==> config.mk <==
export PLATFORM = sky130hd
export DESIGN_NAME = x_micro_sequencer_exec
export DESIGN_NICKNAME = d
export VERILOG_FILES = /design/src/rtl/x_micro_sequencer_pkg.sv /design/src/rtl/x_micro_sequencer_timer.sv /design/src/rtl/x_micro_sequencer_exec.sv
export SDC_FILE = /design/constraint.sdc
export NUM_CORES = 1
export LEC_CHECK = 0
export CELL_PAD_IN_SITES_DETAIL_PLACEMENT = 1
export CELL_PAD_IN_SITES_GLOBAL_PLACEMENT = 2
export CORE_ASPECT_RATIO = 1.5
export CORE_MARGIN = 2
export CORE_UTILIZATION = 31
export DETAILED_ROUTE_END_ITERATION = 8
export PLACE_DENSITY = 0.78
export SKIP_LAST_GASP = 1
export SLEW_MARGIN = 40
export SYNTH_ARGS = -nofsm -noshare
export SYNTH_HDL_FRONTEND = slang
export SYNTH_SLANG_ARGS = --single-unit
==> constraint.sdc <==
create_clock -name i_clk -period 3.5 [get_ports i_clk]
set_input_delay 1.05 -clock i_clk [delete_from_list [all_inputs] [get_ports i_clk]]
set_output_delay 1.05 -clock i_clk [all_outputs]
set_load 0.1 [all_outputs]
==> src/rtl/x_micro_sequencer_pkg.sv <==
// x_micro_sequencer_pkg
//   Shared types and constants for the micro-sequencer fetch/execute engine.
//   Program word layout: {data[DATA_W-1:0], cmd[CMD_W-1:0]}.
//   Data-field slices:
//     wait count  : data[WAIT_W-1:0]
//     loop target : data[ADDR_W-1:0]   (also the JUMP target)
//     loop count  : data[ADDR_W+LOOP_W-1:ADDR_W]
package x_micro_sequencer_pkg;

    localparam int ADDR_W = 9;
    localparam int DATA_W = 36;
    localparam int CMD_W  = 4;
    localparam int WAIT_W = 32;
    localparam int LOOP_W = 16;

    localparam int WAIT_LSB = 0;
    localparam int WAIT_MSB = WAIT_W - 1;
    localparam int TGT_LSB  = 0;
    localparam int TGT_MSB  = ADDR_W - 1;
    localparam int LOOP_LSB = ADDR_W;
    localparam int LOOP_MSB = ADDR_W + LOOP_W - 1;

    typedef enum logic [CMD_W-1:0] {
        CMD_NOP  = 4'd0,
        CMD_OUT  = 4'd1,
        CMD_WAIT = 4'd2,
        CMD_JUMP = 4'd3,
        CMD_LOOP = 4'd4,
        CMD_HALT = 4'd5,
        CMD_TRIG = 4'd6
    } cmd_t;

    typedef enum logic [2:0] {
        S_IDLE  = 3'd0,
        S_FETCH = 3'd1,
        S_EXEC  = 3'd2,
        S_WAIT  = 3'd3,
        S_TRIG  = 3'd4
    } state_t;

endpackage

==> src/rtl/x_micro_sequencer_timer.sv <==
// x_micro_sequencer_timer
//   Loadable down-counter used to time the WAIT stall.
//   Ports:
//     i_clk       clock
//     i_rst       asynchronous reset, active-low
//     i_load      load i_load_val into the counter
//     i_load_val  stall length in cycles
//     i_en        count down by one (held at zero)
//     o_done      terminal count: this is the last stall cycle
module x_micro_sequencer_timer
    import x_micro_sequencer_pkg::*;
(
    input  logic              i_clk,
    input  logic              i_rst,
    input  logic              i_load,
    input  logic [WAIT_W-1:0] i_load_val,
    input  logic              i_en,
    output logic              o_done
);

    logic [WAIT_W-1:0] cnt;

    always_ff @(posedge i_clk or negedge i_rst) begin
        if (!i_rst) begin
            cnt <= '0;
        end else if (i_load) begin
            cnt <= i_load_val;
        end else if (i_en && (cnt != '0)) begin
            cnt <= cnt - WAIT_W'(1);
        end
    end

    // A load of N gives exactly N enabled cycles before done is seen,
    // because done fires while the count still reads 1.
    assign o_done = (cnt == WAIT_W'(1));

endmodule

==> src/rtl/x_micro_sequencer_exec.sv <==
// x_micro_sequencer_exec
//   Fetch/execute engine on the read side of the micro-sequencer program RAM.
//   Walks the RAM from a start address, decodes each command and drives
//   output words, timed waits, jumps, one loop level, trigger waits and halt.
//
//   Build option: define X_MICRO_SEQ_LOOP_EN to implement the LOOP command.
//   Without it LOOP executes as NOP and no loop state exists.
//
//   Ports:
//     i_clk         clock
//     i_rst         asynchronous reset, active-low
//     i_start       start pulse, honoured in IDLE only
//     i_start_addr  first instruction address, sampled with i_start
//     i_stop        synchronous abort to IDLE, highest priority
//     i_trig        external trigger consumed by TRIG
//     o_busy        high while not in IDLE
//     o_raddr       RAM read address
//     i_rdata       RAM data field, valid the cycle after o_raddr
//     i_rcmd        RAM command field, valid the cycle after o_raddr
//     o_data        last OUT word
//     o_data_vld    one-cycle pulse when o_data updates
//
//   state | meaning
//   IDLE  | waiting for i_start
//   FETCH | o_raddr = pc, RAM read in flight
//   EXEC  | decode {i_rdata, i_rcmd}
//   WAIT  | stalling for the WAIT count
//   TRIG  | stalling until i_trig is high
module x_micro_sequencer_exec
    import x_micro_sequencer_pkg::*;
(
    input  logic              i_clk,
    input  logic              i_rst,
    input  logic              i_start,
    input  logic [ADDR_W-1:0] i_start_addr,
    input  logic              i_stop,
    input  logic              i_trig,
    output logic              o_busy,
    output logic [ADDR_W-1:0] o_raddr,
    input  logic [DATA_W-1:0] i_rdata,
    input  logic [CMD_W-1:0]  i_rcmd,
    output logic [DATA_W-1:0] o_data,
    output logic              o_data_vld
);

    state_t            state;
    state_t            state_nxt;
    cmd_t              cmd;
    logic [ADDR_W-1:0] pc;
    logic [ADDR_W-1:0] pc_nxt;
    logic [ADDR_W-1:0] pc_inc;
    logic [ADDR_W-1:0] tgt;
    logic [WAIT_W-1:0] wait_val;
    logic              wait_zero;
    logic              tmr_load;
    logic              tmr_en;
    logic              tmr_done;
    logic              out_we;

`ifdef X_MICRO_SEQ_LOOP_EN
    logic [LOOP_W-1:0] loop_cnt;
    logic [LOOP_W-1:0] loop_cnt_nxt;
    logic              loop_armed;
    logic              loop_armed_nxt;
    logic [LOOP_W-1:0] loop_n;
    logic [LOOP_W-1:0] loop_dec;

    assign loop_n   = i_rdata[LOOP_MSB:LOOP_LSB];
    assign loop_dec = loop_cnt - LOOP_W'(1);
`endif

    assign cmd       = cmd_t'(i_rcmd);
    assign tgt       = i_rdata[TGT_MSB:TGT_LSB];
    assign wait_val  = i_rdata[WAIT_MSB:WAIT_LSB];
    assign wait_zero = (wait_val == '0);
    assign pc_inc    = pc + ADDR_W'(1);

    x_micro_sequencer_timer u_timer (
        .i_clk      (i_clk),
        .i_rst      (i_rst),
        .i_load     (tmr_load),
        .i_load_val (wait_val),
        .i_en       (tmr_en),
        .o_done     (tmr_done)
    );

    // ---------------- state register ----------------
    always_ff @(posedge i_clk or negedge i_rst) begin
        if (!i_rst) begin
            state <= S_IDLE;
        end else begin
            state <= state_nxt;
        end
    end

    // ---------------- next-state logic ----------------
    always_comb begin
        state_nxt = state;
        if (i_stop) begin
            state_nxt = S_IDLE;
        end else begin
            case (state)
                S_IDLE:  if (i_start) state_nxt = S_FETCH;
                S_FETCH: state_nxt = S_EXEC;
                S_EXEC: begin
                    case (cmd)
                        CMD_WAIT: state_nxt = wait_zero ? S_FETCH : S_WAIT;
                        CMD_HALT: state_nxt = S_IDLE;
                        CMD_TRIG: state_nxt = S_TRIG;
                        default:  state_nxt = S_FETCH;
                    endcase
                end
                S_WAIT:  if (tmr_done) state_nxt = S_FETCH;
                S_TRIG:  if (i_trig) state_nxt = S_FETCH;
                default: state_nxt = S_IDLE;
            endcase
        end
    end

    // ---------------- output / strobe logic ----------------
    always_comb begin
        o_busy   = (state != S_IDLE);
        o_raddr  = pc;
        tmr_load = 1'b0;
        tmr_en   = 1'b0;
        out_we   = 1'b0;
        if (!i_stop) begin
            if (state == S_EXEC) begin
                tmr_load = (cmd == CMD_WAIT);
                out_we   = (cmd == CMD_OUT);
            end
            tmr_en = (state == S_WAIT);
        end
    end

    // ---------------- program counter and loop ----------------
    always_comb begin
        pc_nxt = pc;
`ifdef X_MICRO_SEQ_LOOP_EN
        loop_cnt_nxt   = loop_cnt;
        loop_armed_nxt = loop_armed;
`endif
        if (i_stop) begin
`ifdef X_MICRO_SEQ_LOOP_EN
            loop_armed_nxt = 1'b0;
`endif
        end else begin
            case (state)
                S_IDLE: if (i_start) pc_nxt = i_start_addr;
                S_EXEC: begin
                    case (cmd)
                        CMD_WAIT: if (wait_zero) pc_nxt = pc_inc;
                        CMD_JUMP: pc_nxt = tgt;
`ifdef X_MICRO_SEQ_LOOP_EN
                        CMD_LOOP: begin
                            if (!loop_armed) begin
                                // First visit: load the count; a count of 0
                                // falls straight through without arming.
                                loop_cnt_nxt = loop_n;
                                if (loop_n != '0) begin
                                    loop_armed_nxt = 1'b1;
                                    pc_nxt         = tgt;
                                end else begin
                                    loop_armed_nxt = 1'b0;
                                    pc_nxt         = pc_inc;
                                end
                            end else begin
                                loop_cnt_nxt = loop_dec;
                                if (loop_dec != '0) begin
                                    pc_nxt = tgt;
                                end else begin
                                    loop_armed_nxt = 1'b0;
                                    pc_nxt         = pc_inc;
                                end
                            end
                        end
`endif
                        CMD_HALT: pc_nxt = pc;
                        CMD_TRIG: pc_nxt = pc;
                        default:  pc_nxt = pc_inc;
                    endcase
                end
                S_WAIT:  if (tmr_done) pc_nxt = pc_inc;
                S_TRIG:  if (i_trig) pc_nxt = pc_inc;
                default: pc_nxt = pc;
            endcase
        end
    end

    always_ff @(posedge i_clk or negedge i_rst) begin
        if (!i_rst) begin
            pc <= '0;
        end else begin
            pc <= pc_nxt;
        end
    end

`ifdef X_MICRO_SEQ_LOOP_EN
    always_ff @(posedge i_clk or negedge i_rst) begin
        if (!i_rst) begin
            loop_cnt   <= '0;
            loop_armed <= 1'b0;
        end else begin
            loop_cnt   <= loop_cnt_nxt;
            loop_armed <= loop_armed_nxt;
        end
    end
`endif

    // ---------------- output word ----------------
    always_ff @(posedge i_clk or negedge i_rst) begin
        if (!i_rst) begin
            o_data     <= '0;
            o_data_vld <= 1'b0;
        end else begin
            o_data_vld <= out_we;
            if (out_we) begin
                o_data <= i_rdata;
            end
        end
    end

endmodule

==> flow_summary.yaml <==
placement:
  placed_area_um2: 5460
  hpwlAfterDp_um: 10100
  port_buffers: 100
  routabilityCongestion: 0.834
setup_path:
  cp_slowest_cell: "a21oi_1"
  r2r-start: "u_timer.cnt[0]"
  worstPathMaxFanout: 8
  critPathArrivalTime_ns: 3.39
  cp-end-kind: "flop"
  critical_path_class: "reg -> reg"
  worstPathCellList: "inv_1 > ha_1 > or3b_2 > nor3_1 > buf_4 > nand4_1 > a21oi_1 > o21ai_0 > o311ai_0"
  worst_path_dominant_cell_family: "compound AO/OA/AOI/OAI gates"
  critPathMaxStageDelay_ns: 0.78
  required_ns: 3.72
  crit_buf_inv: 2
  start_kind: "flop"
  crit_start: "u_timer.cnt[0]"
power:
  max-vdd-ir-drop_mv: 0.210
  switchingPower_w: 0.00146
  power_frac_clock_pct: 30.4
  power.leakage_nw: 2.62
  comb_power_share_pct: 34.7
  p_int_w: 0.00221
  sw_frac_of_total_pct: 39.8
  power_density_nw_per_um2: 632
  power_frac_seq_pct: 34.9
yosys:
  synth-edff-count: 0
  async_reset_ff_share_pct: 100
  synth_top_family_by_area: "simple AND/OR/NAND/NOR gates"
  syn_inst: 428
  synth_nets: 485
  syn-cell-area_um2: 4260
  synth_compound_area_share_pct: 13.7
  synth-main-ff-cell: "dfrtp_1"
  synth-simple-area-share_pct: 22.8
  synth_sequential_area_ratio_pct: 47.6
  synth_warnings: 0
  synthXorXnorAreaFrac_pct: 2.88
  synth_cell_types: 51
  synth.avg_cell_area_um2: 9.96
  muxShareOfSynthArea_pct: 9.45
  synthAdderAreaFrac_pct: 0.881
  ys_ff_latch: 81
finish:
  nNetsFinal: 601
  final_common_cell: "dfrtp_1"
  drive_gt1_share_pct: 25.0
  num_antenna_cells: 0
  area_growth_pct: 36.5
  layout.cells.most_common_list: "dfrtp_1 (81), buf_4 (75), clkdlybuf4s50_1 (52)"
  design_area_um2: 5820
  fin_util_pct: 43.2
clocking:
  cts_sinks: 81
  root_buffer: "clkbuf_16"
  ctsHoldBuffers: 0
  cts_buffers: 9
  clk_pin_slew_ns: 0.07
  post_cts_buffers: 0
  max-clock-path-buffers: 2
  post_cts_resized: 0
  cts_tree: "built"
  clk_latency_ns: 0.34
  htreeDepth: 3
detailed_routing:
  finalWirelength_um: 13400
  drt_iter0_drc: 150
  post-route-drc-count: 0
  drt_pass1_iterations: 4
  ant_nets: 0
  wl_per_cell_um: 18.9
  vias_per_cell: 5.47
  vias: 3888
floorplanning:
  fp.coreArea_um2: 13500
  die-area_um2: 14700
  initial_core_util_pct: 31.6
  die_y_um: 148
  core.rowCount: 52
  ios: 101
  dieWidth_um: 99.7
grt:
  overflow: 0
  grt_usage_pct: 19.0
  grt_antenna_before_repair: 0
  grt_start_max_net_pins: 52
  grt_pass1_vias: 4343
  grt_pass1_wl_um: 22300
timing:
  worst_pin_slew_ns: 0.825
  rsz0062_at_grt: "false"
  whs_ns: 0.484
  fmax_ghz: 0.315
  fin_crit_sh_pct: 90.8
  slew_headroom_pct: 45.0
  finalHoldViolCount: 0
  finClkSkew_ns: 0.00792
  setup_viol: 0
  tns_ns: 0
  period_needed_ns: 3.18
  slew_viol_final: 0
run:
  maxCapViolCount: 0
worst_hold_path:
  min_from: "o_data[32]"
  hold_path.class: "reg -> reg"
run_status:
  status: "finished clean"
==> logic make-up after synthesis <==
group / after synthesis
and+or+nand+nor: 185
DFF: 81
adders and majority gates: 3
xor gates and xnor gates: 14
muxes: 36
buffers and inverters: 29
AOI/OAI and AO/OA: 80
==> synth_stat cells (all sizes together) (3+ instances only) <==
cell type,n,area [um2]
a21o,4,30.0
a21oi,13,65.1
a221o,9,90.1
a22o,7,61.3
buf,3,17.5
clkbuf,19,71.3
dfrtp,81,2030
ha,3,37.5
inv,7,26.3
mux2,34,383
nand2,47,176
nand2b,4,25.0
nand3,22,110
nand4,8,50.1
nor2,26,97.6
nor3,20,105
nor3b,4,30.0
nor4,16,100
o211ai,5,37.5
o21ai,18,90.1
o311ai,8,70.1
or2,5,31.3
or3,9,56.3
or4,13,105
xnor2,4,35.0
xor2,10,87.6
==> sequential cells by signal, summed over array words and instances (netlist names) <==
register / count
o_data: 36
o_data_vld: 1
o_raddr: 9
state: 3
u_timer.cnt: 32
==> metal layers <==
layer	track usage, %	part of all wire [%]	up-vias
met2	35.3	55	50
met3	2.32	2.0	13
met5	0	0	-
li1	-	-	1832
met4	5.62	1.4	0
met1	22.6	41	1993
==> worst paths after layout <==
| check | to | slack (ns) | depth (start not counted) |
|---|---|---|---|
| max | u_timer.cnt[10] | 0.32 | 9 |
| min | o_data[32] | 0.48 | 2 |
| max reg2reg | u_timer.cnt[10] | 0.32 | 9 |
| min reg2reg | o_data[32] | 0.48 | 2 |
| max in group asynchronous | o_data[6] | 2.03 | 2 |
| min in group asynchronous | o_data[16] | 0.74 | 1 |
==> power by group through the flow <==
stage / Combinational (W) / Clock [W] / Sequential, W
2_1_floorplan: 0.000485 / 0 / 0.00169
3_3_place_gp: 0.00126 / 0 / 0.00129
3_5_place_dp: 0.00128 / 0 / 0.00130
4_1_cts: 0.00129 / 0.00114 / 0.00128
5_1_grt: 0.00137 / 0.00118 / 0.00132
6_report: 0.00128 / 0.00112 / 0.00128
==> worst register-to-register path: stages (launching register included) <==
cell	delay (ns)
dfrtp_1	0.45
inv_1	0.09
ha_1	0.18
or3b_2	0.55
nor3_1	0.22
buf_4	0.16
nand4_1	0.30
a21oi_1	0.78
o21ai_0	0.19
o311ai_0	0.13
==> cell type report <==
type,count,area (um2)
fillers,1522,7650
well taps,162,203
clock buffers,9,225
repair buffers,127,1080
flip-flops and latches,81,2030
multi-input cells,318,2120
inverters,7,26.3
clock inverters,7,126
==> metrics by stage <==
step | setup slack [ns] | instances | power [W]
after global routing | 0.0722 | 711 | 0.00387
after detailed placement | 0.0723 | 695 | 0.00258
after global placement | 0.0840 | 695 | 0.00255
after floorplan | 0.639 | 428 | 0.00217
after CTS | 0.324 | 711 | 0.00371
final | 0.324 | 711 | 0.00368
Power figures use the tool's default switching activity.
